### src/rtl/bcd_stream_converter.sv
// KPN node: pops a binary token, converts it to packed BCD by sequential double dabble, pushes the result.
// Optional build macro BCD_SIGNED_INPUT_EN: two's-complement input, magnitude converted, sign on sign_out.
module bcd_stream_converter #(
   parameter int WIDTH  = 16,
   parameter int DIGITS = 5
) (
   input  logic                  clk,
   input  logic                  rst,
   input  logic                  empty_in,
   input  logic [WIDTH-1:0]      entry_1,
   output logic                  rd,
   input  logic                  full_out,
   output logic                  wr,
   output logic [4*DIGITS-1:0]   output_1,
`ifdef BCD_SIGNED_INPUT_EN
   output logic                  sign_out,
`endif
   output logic                  busy
);

   localparam int BCD_W = 4 * DIGITS;
   localparam int CNT_W = (WIDTH > 1) ? $clog2(WIDTH) : 1;

   typedef enum logic [1:0] {IDLE, LOAD, SHIFT, WRITE} state_t;

   state_t             state;
   state_t             state_nxt;
   logic [WIDTH-1:0]   bin_sr;
   logic [BCD_W-1:0]   bcd_acc;
   logic [BCD_W-1:0]   bcd_adj;
   logic [BCD_W-1:0]   bcd_next;
   logic [CNT_W-1:0]   cnt;
   logic [WIDTH-1:0]   load_val;

   function automatic logic [BCD_W-1:0] add3_nibbles(input logic [BCD_W-1:0] v);
      logic [BCD_W-1:0] r;
      r = v;
      for (int i = 0; i < DIGITS; i++) begin
         if (v[4*i +: 4] >= 4'd5) r[4*i +: 4] = v[4*i +: 4] + 4'd3;
      end
      return r;
   endfunction

`ifdef BCD_SIGNED_INPUT_EN
   logic sign_pend;

   function automatic logic [WIDTH-1:0] magnitude(input logic [WIDTH-1:0] v);
      return v[WIDTH-1] ? (~v + WIDTH'(1)) : v;
   endfunction

   // The most negative value wraps to itself, which read as unsigned is the right magnitude.
   assign load_val = magnitude(entry_1);
`else
   assign load_val = entry_1;
`endif

   assign bcd_adj  = add3_nibbles(bcd_acc);
   assign bcd_next = BCD_W'({bcd_adj, bin_sr[WIDTH-1]});
   assign busy     = (state != IDLE);

   always_ff @(posedge clk or posedge rst) begin
      if (rst) state <= IDLE;
      else     state <= state_nxt;
   end

   // rd is combinational from IDLE so the upstream FIFO data lands exactly in LOAD.
   always_comb begin
      state_nxt = state;
      rd        = 1'b0;
      wr        = 1'b0;
      case (state)
         IDLE: begin
            if (!empty_in) begin
               rd        = !rst;
               state_nxt = LOAD;
            end
         end
         LOAD:  state_nxt = SHIFT;
         SHIFT: if (cnt == '0) state_nxt = WRITE;
         WRITE: begin
            if (!full_out) begin
               wr        = 1'b1;
               state_nxt = IDLE;
            end
         end
         default: state_nxt = IDLE;
      endcase
   end

   // The result register is loaded on the last shift so it is already valid while wr is high.
   always_ff @(posedge clk or posedge rst) begin
      if (rst) begin
         bin_sr    <= '0;
         bcd_acc   <= '0;
         cnt       <= '0;
         output_1  <= '0;
`ifdef BCD_SIGNED_INPUT_EN
         sign_pend <= 1'b0;
         sign_out  <= 1'b0;
`endif
      end else begin
         case (state)
            LOAD: begin
               bin_sr    <= load_val;
               bcd_acc   <= '0;
               cnt       <= CNT_W'(WIDTH - 1);
`ifdef BCD_SIGNED_INPUT_EN
               sign_pend <= entry_1[WIDTH-1];
`endif
            end
            SHIFT: begin
               bcd_acc <= bcd_next;
               bin_sr  <= {bin_sr[WIDTH-2:0], 1'b0};
               if (cnt != '0) begin
                  cnt <= cnt - CNT_W'(1);
               end else begin
                  output_1 <= bcd_next;
`ifdef BCD_SIGNED_INPUT_EN
                  sign_out <= sign_pend;
`endif
               end
            end
            default: ;
         endcase
      end
   end

endmodule
### config.mk
export PLATFORM = sky130hd
export DESIGN_NAME = bcd_stream_converter
export DESIGN_NICKNAME = d
export VERILOG_FILES = /design/src/rtl/bcd_stream_converter.sv
export SDC_FILE = /design/constraint.sdc
export NUM_CORES = 1
export LEC_CHECK = 0
export ABC_AREA = 1
export CORE_MARGIN = 1.5
export CORE_UTILIZATION = 55
export DETAILED_ROUTE_END_ITERATION = 16
export GPL_ROUTABILITY_DRIVEN = 0
export GPL_TIMING_DRIVEN = 1
export PLACE_DENSITY = 0.8
export SYNTH_ARGS = -nofsm -noshare
export SYNTH_HDL_FRONTEND = slang
export SYNTH_SLANG_ARGS = --single-unit
export TNS_END_PERCENT = 5
### constraint.sdc
create_clock -name clk -period 2.65 [get_ports clk]
set_input_delay 0.53 -clock clk [delete_from_list [all_inputs] [get_ports clk]]
set_output_delay 0.53 -clock clk [all_outputs]
set_load 0.05 [all_outputs]
== Word level (Yosys, flattened, before mapping) ==
Index checks and enable logic that the tools add are counted.
Operators by class
  add/subtract/negate cells: 6
  multipliers: 0
  divide/modulo/power cells: 0
  magnitude comparators: 5
  equality and inequality tests: 7
  shift operators: 0
  multiplexer cells: 17
  bitwise operators: 1
  reductions and logical operators: 9
Operators with widths (number)
  case mux 20 bit (2 select lines): 1
  case mux 16 bit (2 select lines): 1
  >= comparator 4 x 3 -> 1 bit (second input constant): 5
  2-to-1 mux 4 bit: 5
  adder 4 x 2 -> 4 bit (second input constant): 4
  inequality test 2 bit (second input constant): 4
  case mux 2 bit (4 select lines): 1
  case mux 4 bit (2 select lines): 1
  2-to-1 mux 2 bit: 3
  == test 2 bit (second input constant): 2
  logical NOT 4 bit: 1
  2-to-1 mux 1 bit: 4
  AND reduction 2 bit: 2
  nonzero test 2 bit: 2
  nonzero test 4 bit: 1
  subtractor 4 x 1 -> 4 bit (second input constant): 1
  adder 3 x 2 -> 3 bit (second input constant): 1
  2-to-1 mux 3 bit: 1
  AND reduction 3 bit: 1
  == test 2 x 1 -> 1 bit (second input constant): 1
  logical NOT 2 bit: 1
  logical NOT 1 bit: 1
  NOT 1 bit: 1
Storage, ports and cells
  register bits after elaboration: 62
  latch bits: 0
  RAM bits: 0
  ROM bits: 0
  input bits: 20
  output and inout bits: 23
  logic and storage cells: 50
  memories: 0

== Logic depth before layout (Yosys ltp) ==
  depth after elaboration: 3
  mapped depth: 9
  depth with buffers taken out: 8

== Worst setup path before layout ==
Ideal clock, no wire load.
  kind: flip-flop to output port
  start: reg state[0]
  end: out rd
  arrival time: 1972 ps
  required time: 2120 ps
  slack: 148 ps
  stages on the path, launching flop included: 5
  path through: dfrtp_1 > inv_1 > ha_1 > inv_1 > nor3_1
Between the ends
  word-level cells in the longest chain between the ends: 2
RTL lines
  start, declared: line 26  | state_t state;
  start signal, assigned: line 63  | else state <= state_nxt;
  logical NOT 2 bit: line 71  | case (state)
  2-to-1 mux 1 bit: line 71
  end, declared: line 11  | output logic rd,
Every way passes these cells.

== Final worst setup path ==
  start: reg state[0]
  end: out busy
Between the ends
  word-level cells in the longest chain between the ends: 1
RTL lines
  nonzero test 2 bit: line 59  | assign busy = (state != IDLE);
  end, declared: line 18  | output logic busy
Every way passes these cells.

==> summary.txt <==
Worst setup EP type - output port
Iteration-0 DRC Markers - 150
TritonRoute pass-1 iters - 6
Count of port buffers added during placement - 42
Num ports - 43
Routed wire per std cell - 13.0 um
Pint - 1950 uW
Cts bufs inserted - 9
Post-CTS Hold Fix Bufs - 0
Combinational share of power - 40.4%
Net Sw Frac - 40.0%
Post-synth top area cell - dfrtp_1
Clk buf depth - 2
CP max stage delay - 0.79 ns
Most frequent cells in the layout - nand2_1, dfrtp_1, nand3_1
WP data arrival - 1.93 ns
Drt drc - 0
Total GRT Usage - 23.5%
Average size of a mapped cell - 8.41 um^2
CTS tree - yes
Max Slew Vio Count - 0
Nets - 463
Unrepaired setup endpoints after global routing - no
Total grt overflow - 0
Most used cell, CP - inv_1
Post-Synthesis Net Count - 420
Num rows - 27
Slew margin rel. - 61.8%
Sequential power share - 37.7%
H-tree depth - 3
Hold WC Path Type - flop to flop
Post-synth top area share - 48.2%
Worst setup SP type - flop
Dominant cells by area after synthesis - dfrtp_1, nand2_1, nand3_1
Placed cell areas - 3670 um^2
Share of cells above drive strength 1 - 7.48%
Placeable Area - 5570 um^2
Pre-CTS setup slack - 0.552 ns
Worst Path Max Fanout - 4
Clk Latency, worst-skew pair - 0.34 ns
Clock Tree Root - clkbuf_8
Clk slew on worst S/H paths - 0.07 ns
DIE HEIGHT - 79.5 um
Number of global-route vias before repair - 2,626
Min setup slack post-route - 0.195 ns
Synthesized cell area - 3220 um^2
Setup tns final - 0 ns
DIE AREA - 6330 um^2
Synth Instances - 383
Netlist cell types - 24
CP max stage cell - clkdlybuf4s50_1
Synth Warn # - 0
Power density cells - 847 nW/um^2
Max Cap Viol - 0
Critical path required time - 2.12 ns
Clock skew - 0.00729 ns
Worst-margin pin slew - 0.572 ns
Routed WL - 6510 um
Final instance area - 3830 um^2
NetSw - 1300 uW
Area added between synthesis and finish - 19.0%
Seq/Total Area, Yosys - 48.2%
Clock power frac - 21.9%
Post-cts resize count - 0
Antenna violations before repair - 0
Setup Viol. Count Final - 0
Initial core utilization - 57.8%
F_max - 0.407 GHz
DR vias - 2,640
Commonest non-fill, non-tap cell in the layout - nand2_1
Peak VDD IR - 0.773 mV
First-pass GRT wire length - 11,400 um
Fin. Hold Viols - 0
Clock Sinks - 62
Tmin final - 2.46 ns
Total power - 3250 uW
Yosys reg bits - 62
Status - completed
Post-CTS setup buffers - 0
HPWL Detailed - 4470 um
Chip Width - 79.5 um
Cell breakdown of the critical path - inv_1 -> ha_1 -> inv_1 -> clkdlybuf4s50_1
Vias per cell - 5.28
WS Path Type - flop to output port
Ant diodes - 0
Largest net degree at the start of global routing - 63
Final Cycle Share - 92.7%
Leakage power - 0.00197 uW
Post-DRT Antenna Nets - 0
==> per-stage QoR <==
stage	util [%]	hold slack (ns)	cells
2_1_floorplan	-	0.449	383
3_3_place_gp	65.9	0.461	487
3_5_place_dp	65.9	0.466	487
4_1_cts	68.8	0.483	500
5_1_grt	68.8	0.493	500
6_report	68.8	0.478	500
==> logic make-up (layout without fill, tap and decap cells) <==
group | after synthesis | after routing | synth area share (%)
DFF | 62 | 62 | 48.2
and+or+nand+nor | 194 | 194 | 26.2
AOI/OAI and AO/OA | 43 | 43 | 9.94
adders and majority gates | 17 | 17 | 6.60
buffers and inverters | 67 | 112 | 9.09
==> power by group through the flow <==
stage	combinational, uW	sequential [uW]	clock (uW)
after floorplan	1080	1240	0
after global placement	1280	1230	0
after detailed placement	1330	1240	0
after CTS	1330	1220	728
after global routing	1480	1240	771
final	1310	1220	712
==> worst max-delay path: cells and delay by family, from the launching register on <==
family,cells,cell delay (ns)
DFF,1,0.39
buffers and inverters,3,0.96
adders and majority gates,1,0.23
==> layer usage <==
layer	up-vias	share of wire (%)	global-route usage, %	wire, um
met5	-	0	0	0
met3	12	3.8	5.49	249
met2	56	48	38.1	3120
met1	1223	46	29.2	3020
li1	1349	-	-	-
met4	0	1.9	11.6	127
==> cells in the mapped netlist (all sizes together) <==
library cell  number
o21ai             22
o221ai            13
inv               54
o211ai             3
ha                17
nand3b             1
o22ai              5
nand3             59
nor3               1
dfrtp             62
nand2            114
clkbuf             1
nor2               8
buf               12
nand4             11
==> worst paths after layout <==
| check | start | end | slack (ns) | depth (start not counted) |
|---|---|---|---|---|
| min reg2reg | output_1[13]$_DFFE_PP0P_ | output_1[13]$_DFFE_PP0P_ | 0.48 | 2 |
| max reg2reg | state[0]$_DFFE_PP0P_ | bcd_acc[17]$_DFFE_PP0P_ | 0.65 | 6 |
| max | state[0]$_DFFE_PP0P_ | busy | 0.19 | 4 |
| min | output_1[13]$_DFFE_PP0P_ | output_1[13]$_DFFE_PP0P_ | 0.48 | 2 |
| min in group asynchronous | rst | output_1[3]$_DFFE_PP0P_ | 0.60 | 3 |
| max in group asynchronous | rst | output_1[2]$_DFFE_PP0P_ | 1.78 | 3 |
==> sequential cells by signal, indices dropped and copies added, names as in the netlist <==
| signal | count |
|---|---|
| output_1 | 20 |
| bin_sr | 16 |
| cnt | 4 |
| bcd_acc | 20 |
| state | 2 |
==> area by class of cell <==
cell class | instances | area (um^2)
clock buffer | 11 | 151
clock inverter | 2 | 10.0
fill | 453 | 1740
inverter | 54 | 203
multi-input combinational | 254 | 1380
sequential | 62 | 1550
tap | 72 | 90.1
timing repair buffer | 45 | 450
No activity file was read; power rests on OpenSTA's default activity.
